`src/rtl/turbo_enc.sv`:
```
// -----------------------------------------------------------------------------
// turbo_enc
//   Rate-1/3 parallel-concatenated (turbo) encoder for a 5-bit info word.
//   Two identical 4-state RSC encoders run in parallel. Encoder 1 sees the
//   natural bit order, encoder 2 sees the interleaved order d0,d4,d2,d1,d3.
//   Each encoder is terminated to state 00 with two tail steps. The 21 code
//   bits (7 systematic, 7 parity1, 7 parity2) are mapped to 4-bit
//   two's-complement soft values (+AMP / -AMP). They are then sent as four
//   bit-planes, LSB plane first.
//
// Parameters
//   AMP      soft magnitude per code bit (1..7)
//
// Ports
//   clk_p_i  clock, rising edge
//   reset_i  synchronous active-high reset
//   start_i  encode request, sampled together with data_i (ignored when busy)
//   data_i   info word, data_i[4] = d0 (first in time), data_i[0] = d4
//   busy_o   high while the FSM is not IDLE
//   valid_o  high during the four bit-plane output cycles
//   data_o   bit-plane: [20:14] sys, [13:7] parity1, [6:0] parity2;
//            position i of a field sits at bit 6-i; zero when valid_o = 0
//   done_o   one-cycle pulse together with the last bit-plane
// -----------------------------------------------------------------------------
module turbo_enc #(
  parameter int AMP = 3
) (
  input  logic        clk_p_i,
  input  logic        reset_i,
  input  logic        start_i,
  input  logic [4:0]  data_i,
  output logic        busy_o,
  output logic        valid_o,
  output logic [20:0] data_o,
  output logic        done_o
);

  typedef enum logic [1:0] {
    IDLE = 2'd0,
    ENC  = 2'd1,
    SEND = 2'd2
  } state_t;

  // Soft values for a code bit of 1 and of 0.
  localparam logic [3:0] L_POS = 4'(AMP);
  localparam logic [3:0] L_NEG = 4'(-AMP);

  state_t      r_state;
  state_t      w_state_next;
  logic [2:0]  r_cnt;
  logic [6:0]  r_sys;
  logic        r_valid;
  logic        r_done;
  logic [20:0] r_data_o;

  logic        w_accept;
  logic        w_tail;
  logic [4:0]  w_ilv;
  logic [9:0]  w_src;
  logic        w_sys_bit;
  logic [6:0]  w_par1;
  logic [6:0]  w_par2;
  logic [20:0] w_code;
  logic [20:0] w_plane;

  // A new block is accepted only from IDLE; anything else is dropped.
  assign w_accept = (r_state == IDLE) && start_i;

  // Steps 5 and 6 are termination steps driving the encoders back to 00.
  assign w_tail = (r_cnt >= 3'd5);

  // Interleaved order d0,d4,d2,d1,d3, presented MSB first like data_i.
  assign w_ilv = {data_i[4], data_i[0], data_i[2], data_i[3], data_i[1]};
  assign w_src = {w_ilv, data_i};

  // ---------------------------------------------------------------------------
  // Two RSC encoders. Each holds its own input shift register; the next info
  // bit is always the MSB. Parity bits are shifted in at the LSB so that
  // step 0 ends up at bit 6 after seven steps.
  // ---------------------------------------------------------------------------
  genvar gi;
  generate
    for (gi = 0; gi < 2; gi++) begin : g_enc
      logic       r_s1;
      logic       r_s2;
      logic [4:0] r_sh;
      logic [6:0] r_par;
      logic       w_u;
      logic       w_a;

      // During the tail, u = s1^s2 makes a = 0, forcing the state to 00.
      assign w_u = w_tail ? (r_s1 ^ r_s2) : r_sh[4];
      assign w_a = w_u ^ r_s1 ^ r_s2;

      always_ff @(posedge clk_p_i) begin
        if (reset_i) begin
          r_s1  <= 1'b0;
          r_s2  <= 1'b0;
          r_sh  <= '0;
          r_par <= '0;
        end else if (w_accept) begin
          r_s1  <= 1'b0;
          r_s2  <= 1'b0;
          r_sh  <= w_src[gi*5 +: 5];
          r_par <= '0;
        end else if (r_state == ENC) begin
          r_s1  <= w_a;
          r_s2  <= r_s1;
          r_sh  <= {r_sh[3:0], 1'b0};
          r_par <= {r_par[5:0], w_a ^ r_s2};
        end
      end
    end
  endgenerate

  // Only encoder 1's input (including its tail) is transmitted as systematic.
  assign w_sys_bit = g_enc[0].w_u;
  assign w_par1    = g_enc[0].r_par;
  assign w_par2    = g_enc[1].r_par;
  assign w_code    = {r_sys, w_par1, w_par2};

  // Bit-plane selection: in SEND, r_cnt is the plane index (0 = LSB).
  generate
    for (gi = 0; gi < 21; gi++) begin : g_plane
      assign w_plane[gi] = w_code[gi] ? L_POS[r_cnt[1:0]] : L_NEG[r_cnt[1:0]];
    end
  endgenerate

  // ---------------------------------------------------------------------------
  // FSM next-state logic
  // ---------------------------------------------------------------------------
  always_comb begin
    w_state_next = r_state;
    case (r_state)
      IDLE: begin
        if (start_i) begin
          w_state_next = ENC;
        end
      end
      ENC: begin
        if (r_cnt == 3'd6) begin
          w_state_next = SEND;
        end
      end
      SEND: begin
        if (r_cnt == 3'd3) begin
          w_state_next = IDLE;
        end
      end
      default: begin
        w_state_next = IDLE;
      end
    endcase
  end

  // ---------------------------------------------------------------------------
  // State register, step/plane counter and registered outputs. Planes are
  // registered, so plane k appears one edge after the SEND cycle that
  // selected it; the last plane is therefore visible in the first IDLE cycle.
  // ---------------------------------------------------------------------------
  always_ff @(posedge clk_p_i) begin
    if (reset_i) begin
      r_state  <= IDLE;
      r_cnt    <= 3'd0;
      r_sys    <= '0;
      r_valid  <= 1'b0;
      r_done   <= 1'b0;
      r_data_o <= '0;
    end else begin
      r_state <= w_state_next;
      case (r_state)
        ENC: begin
          r_cnt    <= (r_cnt == 3'd6) ? 3'd0 : r_cnt + 3'd1;
          r_sys    <= {r_sys[5:0], w_sys_bit};
          r_valid  <= 1'b0;
          r_done   <= 1'b0;
          r_data_o <= '0;
        end
        SEND: begin
          r_cnt    <= (r_cnt == 3'd3) ? 3'd0 : r_cnt + 3'd1;
          r_valid  <= 1'b1;
          r_done   <= (r_cnt == 3'd3);
          r_data_o <= w_plane;
        end
        default: begin
          r_cnt    <= 3'd0;
          r_valid  <= 1'b0;
          r_done   <= 1'b0;
          r_data_o <= '0;
          if (w_accept) begin
            r_sys <= '0;
          end
        end
      endcase
    end
  end

  assign busy_o  = (r_state != IDLE);
  assign valid_o = r_valid;
  assign done_o  = r_done;
  assign data_o  = r_data_o;

endmodule
```
`config.mk`:
```
export PLATFORM = sky130hd
export DESIGN_NAME = turbo_enc
export DESIGN_NICKNAME = d
export VERILOG_FILES = /design/src/rtl/turbo_enc.sv
export SDC_FILE = /design/constraint.sdc
export NUM_CORES = 1
export LEC_CHECK = 0
export CAP_MARGIN = 20
export CORE_ASPECT_RATIO = 1.25
export CORE_MARGIN = 2
export CORE_UTILIZATION = 55
export CTS_BUF_LIST = sky130_fd_sc_hd__clkbuf_2 sky130_fd_sc_hd__clkbuf_4 sky130_fd_sc_hd__clkbuf_8
export CTS_CLUSTER_SIZE = 24
export DETAILED_ROUTE_END_ITERATION = 6
export GPL_TIMING_DRIVEN = 0
export PLACE_DENSITY = 0.79
export SETUP_SLACK_MARGIN = 0.05
export SLEW_MARGIN = 5
export SYNTH_ARGS = -nofsm -noshare
export SYNTH_HDL_FRONTEND = slang
export SYNTH_SLANG_ARGS = --single-unit
```
`constraint.sdc`:
```
create_clock -name clk_p_i -period 4 [get_ports clk_p_i]
set_clock_uncertainty 0.15 [all_clocks]
set_input_delay 0.8 -clock clk_p_i [delete_from_list [all_inputs] [get_ports clk_p_i]]
set_output_delay 0.8 -clock clk_p_i [all_outputs]
set_load 0.02 [all_outputs]
```
==> flow_summary.toml <==
[cts]
clock-sinks = 63
clk-insertion-delay-late_ns = 0.33
cts_repair_resize_count = 0
cts_inserted_buffers = 9
cts.clk_slew.worst_paths_ns = 0.06
cts_htree_levels = 3
clk_path_buf_depth = 2
hold_fix_buffers_at_cts = 0
clock_tree_from_tritoncts = "built"
clock_tree.root_cell = "clkbuf_8"
cts.repair_timing.setup_buffer_count = 0

[timing]
max_slew_margin_pct = 65.25
timing_worst_slew_pin_value_ns = 0.5212
fmaxAchievable_mhz = 381.1
setup_total_negative_slack_ns = 0
final.period_utilization_pct = 65.60
grt_setup_unrepaired = "false"
final_hold_viol_count = 0
minimum_hold_slack_ns = 0.3108
drv_slew = 0
layout_min_cycle_time_ns = 2.624
timing.final.setup_violations = 0

[route]
dr.pass1.iters = 4
route.vias.total = 1878
wl_met1_um = 2020
met3WireLength_um = 144
wl_met2_um = 2463
highest-signal-layer = "met4"
remaining_drc_errors = 0
drtAntennaViolNets = 0
routed_length_per_placed_instance_um = 12.95
totalWireLength_um = 4701
vias_per_cell = 5.174
drt_iter0_drc = 46

[critical_path]
critPathCaptureType = "primary output"
cp.arrival_ns = 1.67
crit_path_top_delay_cell = "clkdlybuf4s50_1"
rr_startpoint = "r_cnt[1]"
timing.rr.end = "g_enc[0].r_par[0]"
start_kind = "flip-flop"
cpPeakStageDelay_ns = 0.60
timing.critical_path.mode_cell = "inv_1"
worst-r2r-cell-count = 7
endpoint_required_time_on_the_critical_path_ns = 3.05
regToRegSetupSlack_ns = 1.60
critical_path.cell_chain = "inv_1, ha_1, inv_1, clkdlybuf4s50_1"
crit_fanout = 5
timing.setup.critical_path_class = "reg -> out"

[global_route]
gr-total-overflow = 0
grt_antenna_before_repair = 0
grt_first_pass_wirelength_um = 8073
grt_pass1_vias = 1854
pin_count_of_the_biggest_net_entering_global_routing = 11
grt.total_usage_pct = 20.33

[min_path]
worst_hold_path.endpoint = "data_o[13]"
hold_class = "reg -> reg"
min_from = "g_enc[0].r_par[6]"
min_path_cells = 1

[pwr]
vdd_drop_max_uv = 435.4
p_per_area_nw_per_um2 = 582.9
power.leakage_uw = 0.001217

[logic_synthesis]
yosys_most_used_dff = "dfxtp_1"
netlist-cell-type-count = 32
synth.cell_area_sq_um = 2561
synth-seq-area-share_pct = 49.24
yosys.area.top_type_share_pct = 49.24
ys_ff_latch = 63
synth_async_sr_flop_share_pct = 0
synth_warn = 0
post_synth_main_area_contributors = "dfxtp_1 49%, mux2i_1 8.6%, nor2b_1 6.4%, a211oi_1 6.2%, ha_1 4.4%"
synth_fp_nets = 277
synth_area_per_cell_sq_um = 9.851
synth_area_leader_cell = "dfxtp_1"
instance_count_of_the_mapped_netlist = 260
synth_edf_count = 0

[layout]
layout-drive-gt1-share_pct = 10.49
multiInputGateArea_sq_um = 1184
antenna_cells = 0
layout.area.seq_sq_um = 1261
nFillCells = 363
stdcell_count = 363
nets = 318
area.growth.synth_to_final_pct = 21.69

[place]
finalWeightedCongestion = 0.7711
port_buffers = 30
post_dp_hpwl_um = 3366
placed_cells = 348

[floorplanning]
die_area_sq_um = 5222
start_util_pct = 57.44
floorplan.die.height_um = 80.30
rows = 27
ios = 32
dieWidth_um = 65.04
core_area_sq_um = 4459

[status]
outcome = "finished, final reports clean"

[flow_run]
drv.max_cap_violation_count = 0
layer usage:
layer  global-route usage, %  vias up
met5                       0        -
met4                   9.375        0
met3                   5.462        7
met2                   37.11       30
met1                   21.54      872
li1                        -      969
sequential cells by signal (all words and copies together) (netlist names):
register     cells
data_o          21
done_o           1
g_enc.r_par     14
g_enc.r_s1       2
g_enc.r_s2       2
g_enc.r_sh      10
r_cnt            3
r_state          2
r_sys            7
valid_o          1
Yosys cell counts (all sizes together) (3+ instances only):
cell	count
nor2	23
mux2i	22
nand3	8
ha	9
buf	8
mux2	6
nor2b	26
o21bai	3
xor2	3
a211oi	21
clkbuf	7
nand2	10
nand2b	4
inv	12
dfxtp	63
a22oi	3
a21oi	19
cell families after synthesis:
family / Yosys count / synth area share (%)
adder cells (fa/ha/maj): 9 / 4.397
flip-flops: 63 / 49.24
AND/OR/NAND/NOR: 78 / 15.88
XOR/XNOR: 4 / 1.368
buffers and inverters: 27 / 4.543
multiplexers: 28 / 11.38
AO/OA/AOI/OAI: 51 / 13.19
area by class of cell:
cell class	count	share of cell area [%]
Sequential cell	63	40.47
Clock buffer	12	5.299
Multi-Input combinational cell	170	37.98
Buffer	15	2.288
Timing Repair Buffer	30	9.635
Inverter	12	1.445
Tap cell	58	2.328
Clock inverter	3	0.5620
metrics by stage:
stage	worst slack (ns)	power, uW	utilization (%)	cell area [sq um]
finish	1.376	1817	69.89	3117
global route	1.299	1912	69.89	3117
CTS	1.357	1833	69.89	3117
detailed placement	1.569	1334	65.80	2934
global placement	1.598	1321	65.80	2934
floorplan	1.984	1169	-	2561
worst max-delay path: cells and delay by family (launching register included):
| family | cells | cell delay, ns |
|---|---|---|
| buffers and inverters | 3 | 0.74 |
| DFF | 1 | 0.35 |
| adders and majority gates | 1 | 0.25 |
worst max path at each step:
stage | startpoint | endpoint | cells past startpoint
4_1_cts | r_state[0] | busy_o | 4
3_3_place_gp | start_i | g_enc[1].r_par[6] | 6
6_report | r_state[0] | busy_o | 4
3_5_place_dp | start_i | g_enc[1].r_par[4] | 6
5_1_grt | r_state[0] | busy_o | 4
2_1_floorplan | r_cnt[1] | g_enc[0].r_par[0] | 7
report_power, final:
part           internal, uW  switching [uW]
registers               701            38.8
logic                   262             316
clock network           270             230
cell usage in the layout (no fill, tap or decap), drive strengths merged, types with 2 or more instances in the layout:
| cell | count |
|---|---|
| nand2 | 10 |
| inv | 12 |
| xor2 | 3 |
| ha | 9 |
| mux2i | 22 |
| nor3 | 2 |
| clkinv | 2 |
| mux2 | 6 |
| nand2b | 4 |
| clkbuf | 19 |
| o21bai | 3 |
| a22oi | 3 |
| nor2b | 26 |
| nand3 | 8 |
| clkdlybuf4s50 | 30 |
| buf | 8 |
| nand3b | 2 |
| and2 | 2 |
| a211oi | 21 |
| dfxtp | 63 |
| a21oi | 19 |
| nor2 | 23 |
Power figures use the tool's default switching activity.
